===== src/rtl/recon4_sched.sv =====
// recon4_sched -- sequencer for intra-4x4 luma reconstruction of one macroblock.
//
// Walks NUM_BLK 4x4 sub-blocks in raster order, strictly one at a time, because
// each block's intra prediction needs its already-reconstructed neighbours.
// Per block: request the prediction (REQ), kick the reconstruct datapath (KICK),
// wait for its done pulse (WAIT), then write the result back (WB). FIN marks the
// end of the macroblock. A stalled datapath is abandoned after TIMEOUT WAIT
// cycles and reported through the sticky err flag.
//
// Ports
//   clk         : clock, rising edge
//   rst         : asynchronous active-high reset
//   mb_start    : one-cycle request to process a macroblock (IDLE only)
//   abort       : synchronous cancel of the current macroblock
//   pred_req    : prediction request for blk_idx (high throughout REQ)
//   pred_ready  : prediction / source / quant tables for blk_idx are stable
//   rc_start    : one-cycle start pulse to the 4x4 reconstruct datapath
//   rc_done     : datapath done pulse
//   rc_nz       : datapath nonzero flag, valid with rc_done
//   blk_idx     : current sub-block index
//   wr_en       : one-cycle store strobe for Yout/YLevels
//   wr_idx      : store address
//   nz_mask     : per-block nonzero bitmap
//   busy        : high in every state except IDLE
//   mb_done     : one-cycle macroblock completion pulse
//   err         : sticky timeout flag
module recon4_sched #(
  parameter int NUM_BLK = 16,
  parameter int TIMEOUT = 255
) (
  input  logic        clk,
  input  logic        rst,
  input  logic        mb_start,
  input  logic        abort,
  output logic        pred_req,
  input  logic        pred_ready,
  output logic        rc_start,
  input  logic        rc_done,
  input  logic        rc_nz,
  output logic [3:0]  blk_idx,
  output logic        wr_en,
  output logic [3:0]  wr_idx,
  output logic [15:0] nz_mask,
  output logic        busy,
  output logic        mb_done,
  output logic        err
);

  typedef enum logic [2:0] {
    S_IDLE = 3'd0,
    S_REQ  = 3'd1,
    S_KICK = 3'd2,
    S_WAIT = 3'd3,
    S_WB   = 3'd4,
    S_FIN  = 3'd5
  } state_t;

  localparam logic [3:0]  LAST_BLK = 4'(NUM_BLK - 1);
  // The counter holds TIMEOUT-1 during the TIMEOUT-th WAIT cycle.
  localparam logic [7:0]  TMO_LAST = 8'(TIMEOUT - 1);
  localparam logic [15:0] NZ_VALID = 16'((32'd1 << NUM_BLK) - 32'd1);

  state_t      r_state;
  state_t      w_state_nxt;
  logic        r_pred_req, r_rc_start, r_wr_en, r_busy, r_mb_done;
  logic        w_pred_req, w_rc_start, w_wr_en, w_busy, w_mb_done;
  logic [3:0]  r_blk_idx;
  logic [3:0]  r_wr_idx;
  logic [15:0] r_nz_mask;
  logic [15:0] w_nz_set;
  logic        r_err;
  logic [7:0]  r_tmo;

  // State register plus registered copies of the state-decoded outputs.
  always_ff @(posedge clk or posedge rst) begin
    if (rst) begin
      r_state    <= S_IDLE;
      r_pred_req <= 1'b0;
      r_rc_start <= 1'b0;
      r_wr_en    <= 1'b0;
      r_busy     <= 1'b0;
      r_mb_done  <= 1'b0;
    end else begin
      r_state    <= w_state_nxt;
      r_pred_req <= w_pred_req;
      r_rc_start <= w_rc_start;
      r_wr_en    <= w_wr_en;
      r_busy     <= w_busy;
      r_mb_done  <= w_mb_done;
    end
  end

  // Next-state logic; abort outranks rc_done and the timeout.
  always_comb begin
    w_state_nxt = r_state;
    case (r_state)
      S_IDLE: begin
        if (mb_start) w_state_nxt = S_REQ;
        else          w_state_nxt = S_IDLE;
      end
      S_REQ: begin
        if (abort)           w_state_nxt = S_IDLE;
        else if (pred_ready) w_state_nxt = S_KICK;
        else                 w_state_nxt = S_REQ;
      end
      S_KICK: begin
        if (abort) w_state_nxt = S_IDLE;
        else       w_state_nxt = S_WAIT;
      end
      S_WAIT: begin
        if (abort)                  w_state_nxt = S_IDLE;
        else if (rc_done)           w_state_nxt = S_WB;
        else if (r_tmo == TMO_LAST) w_state_nxt = S_IDLE;
        else                        w_state_nxt = S_WAIT;
      end
      S_WB: begin
        if (abort)                       w_state_nxt = S_IDLE;
        else if (r_blk_idx == LAST_BLK)  w_state_nxt = S_FIN;
        else                             w_state_nxt = S_REQ;
      end
      S_FIN:   w_state_nxt = S_IDLE;
      default: w_state_nxt = S_IDLE;
    endcase
  end

  // Output decode from the next state, so the registered outputs line up with the state.
  always_comb begin
    w_pred_req = (w_state_nxt == S_REQ);
    w_rc_start = (w_state_nxt == S_KICK);
    w_wr_en    = (w_state_nxt == S_WB);
    w_mb_done  = (w_state_nxt == S_FIN);
    w_busy     = (w_state_nxt != S_IDLE);
  end

  // Nonzero bitmap with the current block's flag merged in; bits past NUM_BLK stay clear.
  always_comb begin
    w_nz_set            = r_nz_mask;
    w_nz_set[r_blk_idx] = rc_nz;
    w_nz_set            = w_nz_set & NZ_VALID;
  end

  // Block index, write address, nonzero bitmap, timeout counter and error flag.
  always_ff @(posedge clk or posedge rst) begin
    if (rst) begin
      r_blk_idx <= 4'd0;
      r_wr_idx  <= 4'd0;
      r_nz_mask <= 16'h0000;
      r_err     <= 1'b0;
      r_tmo     <= 8'd0;
    end else begin
      case (r_state)
        S_IDLE: begin
          if (mb_start) begin
            r_blk_idx <= 4'd0;
            r_nz_mask <= 16'h0000;
            r_err     <= 1'b0;
            r_tmo     <= 8'd0;
          end
        end
        S_KICK: r_tmo <= 8'd0;
        S_WAIT: begin
          if (!abort) begin
            r_tmo <= r_tmo + 8'd1;
            if (rc_done) begin
              r_nz_mask <= w_nz_set;
              r_wr_idx  <= r_blk_idx;
            end else if (r_tmo == TMO_LAST) begin
              r_err <= 1'b1;
            end
          end
        end
        S_WB: begin
          if (!abort && (r_blk_idx != LAST_BLK)) r_blk_idx <= r_blk_idx + 4'd1;
        end
        default: ;
      endcase
    end
  end

  assign pred_req = r_pred_req;
  assign rc_start = r_rc_start;
  assign wr_en    = r_wr_en;
  assign busy     = r_busy;
  assign mb_done  = r_mb_done;
  assign blk_idx  = r_blk_idx;
  assign wr_idx   = r_wr_idx;
  assign nz_mask  = r_nz_mask;
  assign err      = r_err;

endmodule


===== config.mk =====
export PLATFORM = sky130hd
export DESIGN_NAME = recon4_sched
export DESIGN_NICKNAME = d
export VERILOG_FILES = /design/src/rtl/recon4_sched.sv
export SDC_FILE = /design/constraint.sdc
export NUM_CORES = 1
export LEC_CHECK = 0
export BUFFER_PORTS_ARGS = -buffer_cell sky130_fd_sc_hd__buf_2
export CAP_MARGIN = 20
export CORE_MARGIN = 2
export CORE_UTILIZATION = 49
export DETAILED_ROUTE_END_ITERATION = 10
export GPL_TIMING_DRIVEN = 0
export PLACE_DENSITY = 0.74
export SLEW_MARGIN = 30
export SYNTH_ARGS = -nofsm -noshare
export SYNTH_HDL_FRONTEND = slang
export SYNTH_SLANG_ARGS = --single-unit

===== constraint.sdc =====
create_clock -name clk -period 1.7 [get_ports clk]
set_input_delay 0.17 -clock clk [delete_from_list [all_inputs] [get_ports clk]]
set_output_delay 0.17 -clock clk [all_outputs]
set_load 0.02 [all_outputs]

### After elaboration in Yosys (flattened, before gate mapping)

Cells that the tools add are included.

* muxes and demuxes: 28
* order comparisons: 2
* add/subtract/negate cells: 2
* reductions and logical operators: 13
* equality and inequality tests: 17
* bitwise gates (word level): 1

Operator list (count)
* $mux 16: 3
* $pmux 16 s2: 1
* $pmux 8 s3: 1
* $bwmux 16: 1
* $mux 8: 2
* $pmux 3 s5: 1
* $mux 3: 4
* $ne 2x2->1 const B: 6
* $eq 3x2->1 const B: 3
* $eq 3x3->1 const B: 3
* $reduce_and 3->1: 3
* $add 8x1->8 const B: 1
* $eq 8x8->1 const B: 1
* $mux 2: 4
* $mux 4: 2
* $pmux 4 s2: 1
* $eq 3x1->1 const B: 2
* $mux 1: 6
* $reduce_bool 3->1: 2
* $lt 4x5->1 const B: 1
* $reduce_and 5->1: 1
* $add 4x1->4 const B: 1
* $demux 1 s4: 1
* $eq 4x4->1 const B: 1
* other kinds (9): 11

* register bits after elaboration: 41

### Depth between registers and ports, before layout

* word-level depth: 8
* depth in mapped cells: 6

### Worst setup path after synthesis

No wires, ideal clock.

* path kind: register -> register
* from: register r_blk_idx[0], in the netlist blk_idx[0]
* to: register r_busy, in the netlist busy
* cell stages (with the launch flop): 6
* slack: -131 ps
* clock period less this slack: 1831 ps
* arrival: 1695 ps
* cell sequence: dfrtp_1 -> ha_1 -> clkbuf_1 -> and4_1 -> a21o_1 -> or3b_2

* cells in the longest elaborated chain, start to end: 5

Ends and longest elaborated chain
* start, declared: RTL line 67 `logic [3:0] r_blk_idx;`
* start signal, assigned: RTL line 173 `if (!abort && (r_blk_idx != LAST_BLK)) r_blk_idx <= r_blk_idx + 4'd1;`
* $eq 4x4->1: RTL line 118 `else if (r_blk_idx == LAST_BLK) w_state_nxt = S_FIN;`
* $mux 3: RTL line 118
* $mux 3: RTL line 117 `if (abort) w_state_nxt = S_IDLE;`
* $pmux 3 s5: RTL line 96 `case (r_state)`
* via w_state_nxt[2]: RTL line 64 `state_t w_state_nxt;`
* $reduce_bool 3->1: RTL line 132 `w_busy = (w_state_nxt != S_IDLE);`
* via w_busy: RTL line 66 `logic w_pred_req, w_rc_start, w_wr_en, w_busy, w_mb_done;`
* end signal, assigned: RTL line 88 `r_busy <= w_busy;`
* end, declared: RTL line 65 `logic r_pred_req, r_rc_start, r_wr_en, r_busy, r_mb_done;`

The timed path passes the listed nets, and every way through them passes these cells.
A chain may end at the register's enable or synchronous reset.

### Worst setup path in the final report

* from: register r_state[0]
* to: register r_tmo[4]

* cells in the longest elaborated chain, start to end: 3

Ends and longest elaborated chain
* start, declared: RTL line 63 `state_t r_state;`
* start signal, assigned: RTL line 84 `r_state <= w_state_nxt;`
* $eq 3x2->1 or $logic_not 3->1 (tied branches): RTL line 151 `case (r_state)`
* $ne 2x2->1 (no line) or $reduce_bool 3->1 (tied branches)
* $reduce_and 3->1 (no line)
* end signal, assigned: RTL line 163 `r_tmo <= r_tmo + 8'd1;`
* end, declared: RTL line 72 `logic [7:0] r_tmo;`

Parallel ways exist; a longest one is shown, timed or not.

==> impl_metrics.ini <==
[status]
status = complete, no violations

[setup_path]
r2r_slack_ps = 40
startpoint_type = flop
crit_path_end_kind = flop
r2r-start = r_state[0]
critPathKind = flop to flop
ff2ff_path_depth = 6
crit_path_max_fanout = 6
arrival_ps = 1880
timing.rr.end = r_tmo[4]
required_ps = 1920

[global_routing]
antenna_found_initial = 0
grt_pass1_vias = 1589
grt_start_max_net_pins = 30
grt.total_usage_pct = 22.2
overflow = 0
grt_pass1_wl_um = 7600

[worst_hold_path]
hold_class = primary input to flop
whs_endpoint = nz_mask[15]
hold_start = rc_nz
hold-path-cell-count = 3

[power]
power.switching_uw = 772
seq_power_share_pct = 41.0
swShare_pct = 29.8
power_uw = 2600
powerDensity_nw_per_um2 = 1010
clkPwrFrac_pct = 29.6
p_int_uw = 1820
vdd_ir_drop_max_v = 0.000540
p_leak_uw = 0.00125
p_comb_share_pct = 29.3

[timing]
fin_crit_sh_pct = 97.5
finalMaxSlewViolations = 0
worstMarginPinSlew_ps = 451
fin_worst_skew_ps = 4.25
worst_slack_ps = 42.3
relSlewSlack_pct = 69.9
hold_violations = 0
max_freq_mhz = 603
period_minus_slack_ps = 1660
setup_viol = 0
holdWs_ps = 166

[finish]
multi_input_area_um2 = 976
syn2layout_area_growth_pct = 26.9
regArea_um2 = 1030
final_common_cell = dfrtp_1
mostFrequentLayoutCells = 38 x dfrtp_1, 36 x buf_2, 31 x o21ai_0
drive_gt1_share_pct = 33.5
final_nets = 272
nFillCells = 329
antenna-diode-count = 0
final_area_um2 = 2570

[placed_design]
place_ws_ps = -185
postPlaceCellArea_um2 = 2300
gp_congestion = 0.845
numPortBuffers = 36
post-dp-hpwl_um = 3220

[yosys]
synth_area_um2 = 2020
synth_seq_area_share_pct = 50.7
syn_inst = 203
synth.ff_latch_count = 41
yosys_warnings = 0
avgSynthCellArea_um2 = 9.97
syn-num-nets = 216
ys_types = 39

[clock_network]
clk_latency_ps = 290
numClockSinks = 41
ctsHtreeMaxLevel = 2
cts_root_buf = clkbuf_8
clock_path_buffers = 2
cts_made_buffers = 5
tritoncts = built
cts.clk_slew.worst_paths_ps = 70

[floorplanning]
fp.dieArea_um2 = 4660
initial_core_util_pct = 50.6
rows = 23
core_um2 = 4000
die_h_um = 68.3
chipWidth_um = 68.3
ios = 37

[run]
drv_cap = 0

[route]
vias = 1748
vias_per_cell = 5.64
wirelength_um = 4770
drc_errors = 0
wl_per_cell_um = 15.4
first_pass_iters = 5
antenna_left = 0
drt_iter0_markers = 121
through the flow:
step	TNS (ps)	instances	utilization, %
floorplan	0	203	-
global placement	-1600	289	57.1
detailed placement	-1990	290	57.6
CTS	0	302	61.5
global route	-25.3	310	64.2
finish	0	310	64.2
worst max-delay path, cell delays in order (launching register included):
cell and delay, ps:
dfrtp_2 420, buf_6 130, o21bai_4 170, a21o_4 240, buf_4 130, or3_1 340, a21oi_1 140
kinds of logic after synthesis:
kind of cell,count (synthesis),share of synthesized area (%)
AO/OA/AOI/OAI,74,22.3
flip-flops,41,50.7
AND/OR/NAND/NOR,60,17.1
buffers and inverters,17,3.59
multiplexers,3,1.67
adder cells (fa/ha/maj),6,3.71
XOR/XNOR,2,0.866
cell type report:
type	count	area share, %
plain buffers	7	2.10
clock buffers	6	2.83
clock inverters	2	1.36
inverters	8	1.17
multi-input cells	145	38.0
flip-flops and latches	41	40.1
well taps	50	2.44
repair buffers	51	12.0
power by group through the flow:
stage                     sequential (µW)  combinational (µW)  clock [µW]
after global routing                 1070                 832         830
after detailed placement             1090                 561           0
final                                1060                 761         769
after global placement               1090                 547           0
after CTS                            1070                 623         781
after floorplan                      1130                 377           0
what timing repair did:
item / in CTS / in global routing
pin swaps: 3 / 5
hold buffers: 1 / 0
endpoints found under the hold margin: 12 / 0
buffers inserted: 5 / 8
setup endpoints to repair: 19 / 18
resized for setup: 6 / 12
worst max path at each step:
stage	from	to	cells past startpoint
5_1_grt	r_state[0]	r_tmo[5]	5
3_3_place_gp	r_state[2]	nz_mask[0]	6
3_5_place_dp	r_state[2]	nz_mask[0]	6
6_report	r_state[0]	r_tmo[4]	6
4_1_cts	r_state[0]	r_tmo[7]	5
2_1_floorplan	r_state[0]	r_tmo[7]	5
sequential cells by signal, indices dropped and copies added (netlist names), 3 cells and up:
register,cells
blk_idx,4
nz_mask,16
r_state,3
r_tmo,8
wr_idx,4
metal layers:
layer	vias up	wire length, µm	track usage (%)
met5	-	0	0
met4	0	65	8.50
met3	7	215	5.59
met2	47	2190	31.7
met1	834	2300	32.1
li1	860	-	-
synthesized netlist by cell type:
library cell	number	area share, %
nor2b_1	3	0.93
o21ai_0	31	7.7
o21a_1	2	0.74
o31ai_1	8	3.0
nor3b_1	1	0.37
and3_1	2	0.62
or4_1	2	0.74
a31oi_1	4	1.2
buf_6	1	0.56
ha_1	6	3.7
o311ai_0	2	0.87
nor2_1	8	1.5
xor2_1	1	0.43
mux2_2	3	1.7
and4_1	1	0.43
nand3_1	12	3.0
and4bb_2	1	0.62
o211ai_1	2	0.74
clkbuf_1	7	1.3
buf_2	1	0.25
nand3b_1	2	0.74
or3b_2	2	0.87
nand2b_1	3	0.93
nor4b_4	1	1.2
a211oi_1	1	0.37
nand4_1	2	0.62
o21bai_4	1	0.93
a211o_1	1	0.43
xnor2_1	1	0.43
nand4b_1	1	0.43
a21o_1	2	0.74
inv_1	8	1.5
or3_1	3	0.93
a311oi_1	1	0.43
dfrtp_1	41	51
and4b_1	1	0.49
nand2_1	15	2.8
a21oi_1	18	4.5
a21o_4	1	0.74
No activity file was read; power rests on OpenSTA's default activity.
